$ cat config.mk
export PLATFORM = sky130hd
export DESIGN_NAME = uart_alu_intf
export DESIGN_NICKNAME = d
export VERILOG_FILES = /design/src/rtl/uart_pkg.sv /design/src/rtl/intf_timeout_cnt.sv /design/src/rtl/uart_alu_intf.sv
export SDC_FILE = /design/constraint.sdc
export NUM_CORES = 1
export LEC_CHECK = 0
export ABC_AREA = 1
export BUFFER_PORTS_ARGS = -buffer_cell sky130_fd_sc_hd__buf_2
export CAP_MARGIN = 20
export CORE_MARGIN = 5
export CORE_UTILIZATION = 50
export DETAILED_ROUTE_END_ITERATION = 12
export PLACE_DENSITY_LB_ADDON = 0.15
export SLEW_MARGIN = 20
export SYNTH_ARGS = -nofsm -noshare
export SYNTH_HDL_FRONTEND = slang
export SYNTH_HIERARCHICAL = 1
export SYNTH_SLANG_ARGS = --single-unit
export TNS_END_PERCENT = 5
$ cat constraint.sdc
create_clock -name clk -period 2.1 [get_ports clk]
set_clock_uncertainty 0.2 [all_clocks]
set_input_delay 0.21 -clock clk [delete_from_list [all_inputs] [get_ports clk]]
set_output_delay 0.21 -clock clk [all_outputs]
set_load 0.02 [all_outputs]
$ cat src/rtl/uart_pkg.sv
// Shared constants for the UART/ALU sequencer: state encoding,
// default widths and the ALU opcode map.
package uart_pkg;

   localparam int DBIT_DFLT  = 8;
   localparam int NB_OP_DFLT = 6;

   typedef enum logic [2:0] {
      WAIT_A  = 3'd0,
      WAIT_B  = 3'd1,
      WAIT_OP = 3'd2,
      LATCH   = 3'd3,
      SEND    = 3'd4,
      WAIT_TX = 3'd5
   } state_e;

   localparam logic [5:0] ADD = 6'b100000;
   localparam logic [5:0] SUB = 6'b100010;
   localparam logic [5:0] AND = 6'b100100;
   localparam logic [5:0] OR  = 6'b100101;
   localparam logic [5:0] XOR = 6'b100110;
   localparam logic [5:0] SRA = 6'b000011;
   localparam logic [5:0] SRL = 6'b000010;
   localparam logic [5:0] NOR = 6'b100111;

endpackage

$ cat src/rtl/intf_timeout_cnt.sv
// Inter-byte timeout counter; only built when INTF_TIMEOUT_EN is defined.
// Counts while enabled, restarts on clr, flags the terminal cycle.
module intf_timeout_cnt #(
   parameter int TIMEOUT_CYC = 1_000_000
) (
   input  logic clk,
   input  logic reset,
   input  logic en,
   input  logic clr,
   output logic tc
);

   localparam int CW = $clog2(TIMEOUT_CYC + 1);
   localparam logic [CW-1:0] TC_VAL = CW'(TIMEOUT_CYC - 1);

   logic [CW-1:0] cnt_q, cnt_d;

   always_comb begin
      cnt_d = cnt_q;
      if (clr || !en) begin
         cnt_d = '0;
      end else begin
         cnt_d = cnt_q + 1'b1;
      end
   end

   always_ff @(posedge clk) begin
      if (reset) begin
         cnt_q <= '0;
      end else begin
         cnt_q <= cnt_d;
      end
   end

   assign tc = en && (cnt_q == TC_VAL);

endmodule

$ cat src/rtl/uart_alu_intf.sv
// Sequencer: collects A, B, opcode from the UART, latches the ALU result
// and sends it back. Optional inter-byte timeout via INTF_TIMEOUT_EN.
module uart_alu_intf
   import uart_pkg::*;
#(
   parameter int DBIT        = DBIT_DFLT,
   parameter int NB_OP       = NB_OP_DFLT,
   parameter int TIMEOUT_CYC = 1_000_000
) (
   input  logic             clk,
   input  logic             reset,
   input  logic             rx_done_tick,
   input  logic [DBIT-1:0]  rx_data,
   input  logic             tx_done_tick,
   input  logic [DBIT-1:0]  alu_result,
   output logic [DBIT-1:0]  alu_a,
   output logic [DBIT-1:0]  alu_b,
   output logic [NB_OP-1:0] alu_op,
   output logic             tx_start,
   output logic [DBIT-1:0]  tx_data,
   output logic             busy,
   output logic             err_timeout
);

   state_e           state_q, state_d;
   logic [DBIT-1:0]  alu_a_q, alu_a_d;
   logic [DBIT-1:0]  alu_b_q, alu_b_d;
   logic [NB_OP-1:0] alu_op_q, alu_op_d;
   logic [DBIT-1:0]  tx_data_q, tx_data_d;
   logic             tx_start_q, tx_start_d;
   logic             busy_q, busy_d;
   logic             err_q, err_d;
   logic             tmo;

`ifdef INTF_TIMEOUT_EN
   logic cnt_en;

   assign cnt_en = (state_q == WAIT_B) || (state_q == WAIT_OP);

   // Outside the enabled states the counter sits at zero, so clearing
   // on each accepted byte also covers every state entry.
   intf_timeout_cnt #(
      .TIMEOUT_CYC(TIMEOUT_CYC)
   ) u_timeout (
      .clk  (clk),
      .reset(reset),
      .en   (cnt_en),
      .clr  (rx_done_tick),
      .tc   (tmo)
   );
`else
   logic unused_cfg;

   assign unused_cfg = (TIMEOUT_CYC == 0);
   assign tmo        = 1'b0;
`endif

   always_comb begin
      state_d    = state_q;
      alu_a_d    = alu_a_q;
      alu_b_d    = alu_b_q;
      alu_op_d   = alu_op_q;
      tx_data_d  = tx_data_q;
      busy_d     = busy_q;
      tx_start_d = 1'b0;
      err_d      = 1'b0;
      unique case (state_q)
         WAIT_A: begin
            if (rx_done_tick) begin
               alu_a_d = rx_data;
               state_d = WAIT_B;
            end
         end
         WAIT_B: begin
            if (rx_done_tick) begin
               alu_b_d = rx_data;
               state_d = WAIT_OP;
            end else if (tmo) begin
               err_d   = 1'b1;
               state_d = WAIT_A;
            end
         end
         WAIT_OP: begin
            if (rx_done_tick) begin
               alu_op_d = rx_data[NB_OP-1:0];
               busy_d   = 1'b1;
               state_d  = LATCH;
            end else if (tmo) begin
               err_d   = 1'b1;
               state_d = WAIT_A;
            end
         end
         LATCH: begin
            tx_data_d = alu_result;
            state_d   = SEND;
         end
         SEND: begin
            tx_start_d = 1'b1;
            state_d    = WAIT_TX;
         end
         WAIT_TX: begin
            if (tx_done_tick) begin
               busy_d  = 1'b0;
               state_d = WAIT_A;
            end
         end
         default: state_d = WAIT_A;
      endcase
   end

   always_ff @(posedge clk) begin
      if (reset) begin
         state_q    <= WAIT_A;
         alu_a_q    <= '0;
         alu_b_q    <= '0;
         alu_op_q   <= '0;
         tx_data_q  <= '0;
         tx_start_q <= 1'b0;
         busy_q     <= 1'b0;
         err_q      <= 1'b0;
      end else begin
         state_q    <= state_d;
         alu_a_q    <= alu_a_d;
         alu_b_q    <= alu_b_d;
         alu_op_q   <= alu_op_d;
         tx_data_q  <= tx_data_d;
         tx_start_q <= tx_start_d;
         busy_q     <= busy_d;
         err_q      <= err_d;
      end
   end

   assign alu_a       = alu_a_q;
   assign alu_b       = alu_b_q;
   assign alu_op      = alu_op_q;
   assign tx_data     = tx_data_q;
   assign tx_start    = tx_start_q;
   assign busy        = busy_q;
   assign err_timeout = err_q;

endmodule

* Word-level counts from Yosys, hierarchy flattened *
Cells that the tools add are included.

word-level totals
  flip-flop bits (word level) = 35
  bits of input ports = 20
  word-level logic and storage cells = 32
  output and inout bits = 33

operators by class
  reductions and logical operators = 7
  muxes and demuxes = 9
  equal/unequal tests = 9

operator list
  operator            count
  $pmux 3 s6          1
  $mux 3              4
  $ne 2x2->1 const B  4
  $eq 3x2->1 const B  2
  $eq 3x3->1 const B  2
  $reduce_and 2->1    3
  $reduce_and 4->1    1
  $eq 3x1->1 const B  1
  $logic_not 3->1     1
  $mux 1              3
  $reduce_and 3->1    1
  $pmux 1 s2          1
  $reduce_bool 2->1   1

* Depth between registers and ports, before layout *
Gate-level depths: netlist of the first run.

  depth after elaboration = 3
  depth in mapped cells = 6

* Worst setup path before layout of the first run *
Ideal clock, no wire load.

  kind = flip-flop to flip-flop
  start point = reg state_q[0]
  end point = reg alu_a_q[3] (netlist: alu_a[3])
  buffers on the path = 0
  period minus slack after synthesis = 1.257 ns
  slack = 0.843 ns
  arrival time = 0.942 ns
  stages on the path, launching flop included = 7
  cell sequence = dfxtp_1 -> nor2_2 -> nand2_2 -> nor2_8 -> inv_4 -> nor2_1 -> nor2_1

on the way
  cells in the longest elaborated chain, start to end = 2

RTL lines
  what                        RTL line              RTL
  start, declared             uart_alu_intf.sv:25   state_e state_q, state_d;
  start signal, assigned      uart_alu_intf.sv:122  state_q <= state_d;
  $logic_not 3->1             uart_alu_intf.sv:67   unique case (state_q)
  $reduce_and 2->1 (no line)  n/a
  end signal, assigned        uart_alu_intf.sv:123  alu_a_q <= alu_a_d;
  end, declared               uart_alu_intf.sv:26   logic [DBIT-1:0] alu_a_q, alu_a_d;

Every way passes these cells.
A chain may end at the register's enable or synchronous reset.

==> reports/summary.txt, run 1 <==
status: finished, final reports clean
Sw Ratio: 37.1%
Core Area: 2520 um^2
fin. max-slew vios: 0
DR WL/cell: 12.3 um
Yosys reg bits: 35
Final setup viols: 0
num rows: 18
io pins: 53
Clk pin slew, worst setup/hold paths: 100 ps
Max IR drop VDD: 0.695 mV
worst skew pair latency: 320 ps
Finished Layout Cells: 272
Cell Area, Placed: 1620 um^2
critical path's top delay family: buffers and inverters
nets: 263
DR vias: 1311
grt ovf: 0
Setup crit start kind: primary input
sequential share of the synthesized area: 52.0%
# port buffers: 51
Max Root-Sink Buffers: 2
GRT Max-Usage Layer: met2
Die Y: 61.9 um
clk root buf: clkbuf_4
final worst-path cycle share: 78.1%
# DRC: 0
Leakage: 0.905 nW
Final GP Congestion: 0.791
Placed Cells: 248
unrepaired setup endpoints after global routing: false
Max-Cap Viols: 0
die area: 3830 um^2
grt met2 use: 33.5%
Flop pwr share: 48.9%
fin util: 72.9%
share of power burned in the clock network: 18.0%
Sum Neg Setup Slack: 0 ps
Worst Path Buf+Inv: 4
Area Growth Syn to Fin: 36.5%
Pint: 1.09 mW
share of cells above drive strength 1: 29.8%
hold_ws: 133 ps
initial antenna violation count: 0
Antenna Nets Post-Route: 0
vias per cell: 4.82
DPL Wire Length: 2410 um
Total Wirelength: 3350 um
CP Cell Sequence: dlygate4sd3_1 -> buf_2 -> inv_1 -> buf_4 -> o21ai_0 -> nor2_1
clk sink count: 35
Critical Path RT: 2160 ps
Critical Path End Type: flop
WS Path Type: primary input to flop
Hold Crit Class: primary input to flop
crit path time final: 1640 ps
Design Power: 1.74 mW
GRT Resource Usage Total: 19.1%
worst slack, placed: 663 ps
Max Clk Rate: 0.610 GHz
vias in the first global route: 1241
M3 GR Usage: 5.37%
Sw Pwr: 0.644 mW
largest net degree at the start of global routing: 19
pwr/cell area: 945 nW/um^2
Starting DRT DRC Count: 41
Final Hold Fails: 0
H-tree depth: 2
Net Count, Synth: 191
chip width: 61.9 um
first-pass GRT wire length: 5310 um
Max stage delay on crit path: 530 ps
drt pass-1 iters: 4
Avg Inst Size Synth: 7.88 um^2
Finished Cell Area: 1840 um^2
Critical Path AT: 1700 ps
Yosys Warn Count: 6
Comb power frac: 33.0%
Inserted Diodes: 0
synthesized area: 1350 um^2
final worst setup slack: 460 ps
Slowest-stage cell, CP: dlygate4sd3_1
Syn Inst Count: 171
CTS tree: built
crit-path max FO: 18
Yosys cell types: 24
Num CTS Buffers: 5
Starting Density: 53.4%
met1 GRT Util: 21.6%
synth_stat cells, drive strengths merged:
master | n | area share, %
nor2 | 58 | 18
dfxtp | 35 | 52
o21ai | 32 | 12
inv | 16 | 4.6
a21oi | 8 | 3.0
nand2 | 7 | 2.3
nand3 | 5 | 3.2
buf | 4 | 2.0
nand4 | 2 | 0.93
a31oi | 1 | 0.93
clkbuf | 1 | 0.28
clkinv | 1 | 0.37
conb | 1 | 0.28
area by class of cell:
cell class	count	area, um^2
well taps	30	37.5
inverters	17	67.6
repair buffers	70	443
flip-flops and latches	35	701
clock buffers	6	41.3
fillers	213	683
multi-input cells	114	549
metal layers:
layer,part of all wire [%],vias to the layer above
li1,-,690
met4,1.0,0
met3,6.0,5
met2,51,38
met5,0,-
met1,42,578
placed cells by master, fill, tap and decap left out, drive strengths merged:
cell type    count
nor2            58
buf             52
dfxtp           35
o21ai           32
dlygate4sd3     18
inv             16
a21oi            8
nand2            7
clkbuf           6
nand3            5
nand4            2
clkinv           1
a31oi            1
conb             1
final timing paths:
kind	start	end	slack, ps	cells past startpoint
worst max-delay path	reset	tx_data[6]$_SDFFE_PP0N_	460	6
worst min-delay path	rx_done_tick	state_q[0]$_SDFFE_PP0P_	130	5
worst max register to register	state_q[1]$_SDFFE_PP0P_	tx_data[6]$_SDFFE_PP0N_	640	5
worst min register to register	alu_op[0]$_SDFFE_PP0P_	alu_op[0]$_SDFFE_PP0P_	240	2
kinds of logic after synthesis:
group	after synthesis	synth area share (%)
AO/OA/AOI/OAI	41	15.8
buffers and inverters	22	7.24
flip-flops	35	52.0
other	1	0.278
AND/OR/NAND/NOR	72	24.7
sequential cells by signal (all words and copies together) (netlist names):
| name | count |
|---|---|
| tx_data | 8 |
| state_q | 3 |
| tx_start | 1 |
| alu_b | 8 |
| alu_op | 6 |
| alu_a | 8 |
| busy | 1 |
worst min-delay path: cells and delay by family:
family / cells / cell delay (ps)
buffers and inverters: 2 / 180
AND/OR/NAND/NOR: 1 / 80
AO/OA/AOI/OAI: 2 / 160
repair_timing:
action | CTS | global route
hold buffers | 18 | 0
hold endpoints to repair | 32 | 0
buffers inserted | 0 | 0
resized for setup | 0 | 0
power groups by stage:
stage	logic (mW)	clock network, mW	registers (mW)
2_1_floorplan	0.266	0	0.975
3_3_place_gp	0.537	0	0.858
3_5_place_dp	0.553	0	0.863
4_1_cts	0.579	0.323	0.849
5_1_grt	0.633	0.358	0.866
6_report	0.574	0.313	0.851
No activity file was read; power rests on OpenSTA's default activity.
==> run 2: changes to the inputs <==
--- a/config.mk
+++ b/config.mk
@@ -5,11 +5,11 @@
 export SDC_FILE = /design/constraint.sdc
 export NUM_CORES = 1
 export LEC_CHECK = 0
-export ABC_AREA = 1
+export ABC_AREA = 0
 export BUFFER_PORTS_ARGS = -buffer_cell sky130_fd_sc_hd__buf_2
 export CAP_MARGIN = 20
 export CORE_MARGIN = 5
-export CORE_UTILIZATION = 50
+export CORE_UTILIZATION = 47
 export DETAILED_ROUTE_END_ITERATION = 12
 export PLACE_DENSITY_LB_ADDON = 0.15
 export SLEW_MARGIN = 20
==> constraint.sdc (replaced) <==
create_clock -name clk -period 1.6 [get_ports clk]
set_clock_uncertainty 0.2 [all_clocks]
set_input_delay 0.16 -clock clk [delete_from_list [all_inputs] [get_ports clk]]
set_output_delay 0.16 -clock clk [all_outputs]
set_load 0.02 [all_outputs]
==> reports/summary.txt, run 2 <==
# port buffers: 51 (unchanged)
Num CTS Buffers: 5 (unchanged)
Yosys reg bits: 35 (unchanged)
most common cell after layout, fill and taps aside: buf_2
Antenna Nets Post-Route: 0 (unchanged)
vias in the first global route: 1169 (-5.8%)
Cell Area, Placed: 1590 um^2 (-1.5%)
largest net degree at the start of global routing: 36 (+17)
status: finished, final reports clean
critical path's top delay family: buffers and inverters
Final Hold Fails: 0 (unchanged)
Critical Path End Type: flop
Setup crit start kind: primary input
chip width: 63.4 um (+2.5%)
Yosys Warn Count: 6 (unchanged)
EDFF count, synth: 0 (unchanged)
DPL Wire Length: 2090 um (-13%)
Area Growth Syn to Fin: 39.4%
crit-path max FO: 8 (-10)
drt pass-1 iters: 4 (unchanged)
count leader, synth: dfxtp_1
Syn Inst Count: 135 (-21%)
worst skew pair latency: 330 ps (about the same)
Max Root-Sink Buffers: 2 (unchanged)
Total Wirelength: 3130 um (-6.7%)
Critical Path AT: 1520 ps (-180 ps)
Design Power: 1.85 mW (+6.4%)
Worst Path Buf+Inv: 2 (-2)
die area: 4030 um^2 (+5.0%)
io pins: 53 (unchanged)
synthesized area: 1340 um^2 (-0.37%)
share of the synthesized area in the top cell type: 52.2% (+0.19 points)
# DRC: 0 (unchanged)
Clk pin slew, worst setup/hold paths: 100 ps (about the same)
crit path time final: 1520 ps
Die Y: 63.4 um (+2.5%)
Net Count, Synth: 155 (-19%)
H-tree depth: 2 (unchanged)
Final setup viols: 0 (unchanged)
Starting DRT DRC Count: 61 (+49%)
nets: 223 (-15%)
DR WL/cell: 13.3 um (+8.0%)
Hold Crit Class: primary input to flop
Yosys cell types: 20 (-17%)
CTS tree: built
Max Clk Rate: 0.658 GHz
Leakage: 0.910 nW (+0.54%)
post-CTS setup buffers: 0 (unchanged)
Async S/R FF share, synth: 0% (unchanged)
sequential share of the synthesized area: 52.2% (+0.19 points)
Max transition margin: 58.0%
pwr/cell area: 988 nW/um^2 (+4.5%)
final worst-path cycle share: 94.9%
top cells by area, synth: dfxtp_1 (52%), mux2i_1 (16%), nor2_1 (6.7%)
Final GP Congestion: 0.717 (-9.3%)
vias per cell: 4.87 (+1.0%)
Avg Inst Size Synth: 9.94 um^2 (+26%)
fin. max-slew vios: 0 (unchanged)
initial antenna violation count: 0 (unchanged)
GRT Resource Usage Total: 16.3% (-2.8 points)
first-pass GRT wire length: 5230 um (-1.4%)
Finished Cell Area: 1870 um^2 (+1.8%)
num rows: 19 (+1)
WS Path Type: primary input to flop
Sum Neg Setup Slack: 0 ps (unchanged)
Starting Density: 48.7% (-4.7 points)
Slowest-stage cell, CP: or4b_4
Core Area: 2760 um^2 (+9.3%)
most frequent cells in the layout: buf_2 (50), dfxtp_1 (34), nor2_1 (24), mux2i_1 (22), dlygate4sd3_1 (18)
grt ovf: 0 (unchanged)
share of cells above drive strength 1: 33.3% (+3.6 points)
clk root buf: clkbuf_4
Max-Cap Viols: 0 (unchanged)
DR vias: 1144 (-13%)
Yosys top cell by area: dfxtp_1
worst slew pin tran: 629 ps
Max IR drop VDD: 1.13 mV (+63%)
Max stage delay on crit path: 540 ps (about the same)
clk sink count: 35 (unchanged)
Inserted Diodes: 0 (unchanged)
unrepaired setup endpoints after global routing: false
Critical Path RT: 1600 ps (-560 ps)
CP Cell Sequence: dlygate4sd3_1 -> buf_4 -> or4b_4 -> nand2_1 -> a21oi_1
top cells by count, synth: dfxtp_1 (35), nor2_1 (24), mux2i_1 (22)
Primary FF master, synth: dfxtp_1
## run 2: cell types whose count changed after synthesis, sizes merged, moves of 3 or more
cell / before / now
mux2i: 0 / 22
o21ai: 32 / 0
clkbuf: 1 / 4
inv: 16 / 0
buf: 4 / 8
nand2: 7 / 17
nor2: 58 / 24
a21oi: 8 / 13
nand3: 5 / 0
## run 2: path summary, 6_finish.rpt
path / start / endpoint / slack (ps) / cells after the start
setup / recovery: rx_done_tick / alu_a[6]$_SDFFE_PP0P_ / 80 / 5
setup reg to reg: state_q[0]$_SDFFE_PP0P_ / alu_a[6]$_SDFFE_PP0P_ / 110 / 3
hold / removal: reset / alu_b[3]$_SDFFE_PP0P_ / 120 / 2
hold reg to reg: alu_a[0]$_SDFFE_PP0P_ / alu_a[0]$_SDFFE_PP0P_ / 260 / 2
## run 2: final cells by class
cell class	instances	area [um^2]
fill	213	886
tap	31	38.8
clock buffer	6	51.3
timing repair buffer	73	480
clock inverter	2	35.0
multi-input combinational	88	564
sequential	35	702
## run 2: kinds of logic after synthesis
| logic type | share of synthesized area (%) |
|---|---|
| AOI/OAI and AO/OA | 5.50 |
| buffers and inverters | 6.34 |
| DFF | 52.2 |
| muxes | 16.4 |
| other | 0.279 |
| and+or+nand+nor | 19.3 |
## run 2: layer usage
layer | part of all wire [%] | GRT usage, %
met4 | 1.7 | 7.79
met2 | 51 | 27.2
met5 | 0 | 0
met3 | 7.8 | 5.15
met1 | 40 | 18.7
## run 2: stage by stage
| step | std cells | utilization, % | setup slack [ps] | hold slack [ps] |
|---|---|---|---|---|
| floorplan | 135 | - | 109 | 75.2 |
| global placement | 209 | 57.8 | 73.0 | 184 |
| detailed placement | 209 | 57.8 | 12.3 | 185 |
| CTS | 235 | 67.6 | 39.1 | 93.7 |
| global route | 235 | 67.9 | 20.7 | 139 |
| finish | 235 | 67.9 | 81.2 | 121 |
## run 2: timing repair
item,4_1_cts,5_1_grt
gates cloned,0,0
endpoints found under the setup margin,1,8
hold buffers,18,0
hold endpoints to repair,34,0
resized for setup,1,3
## run 2: worst reg2reg max path, delay by kind of cell, from the launching register on
kind	cells	cell delay, ps
AND/OR/NAND/NOR	2	700
AO/OA/AOI/OAI	1	60
flip-flops	1	390
## run 2: power breakdown
group	internal [mW]	switching [mW]
registers	0.905	0.0236
clock network	0.369	0.293
logic	0.123	0.136
total	1.40	0.452
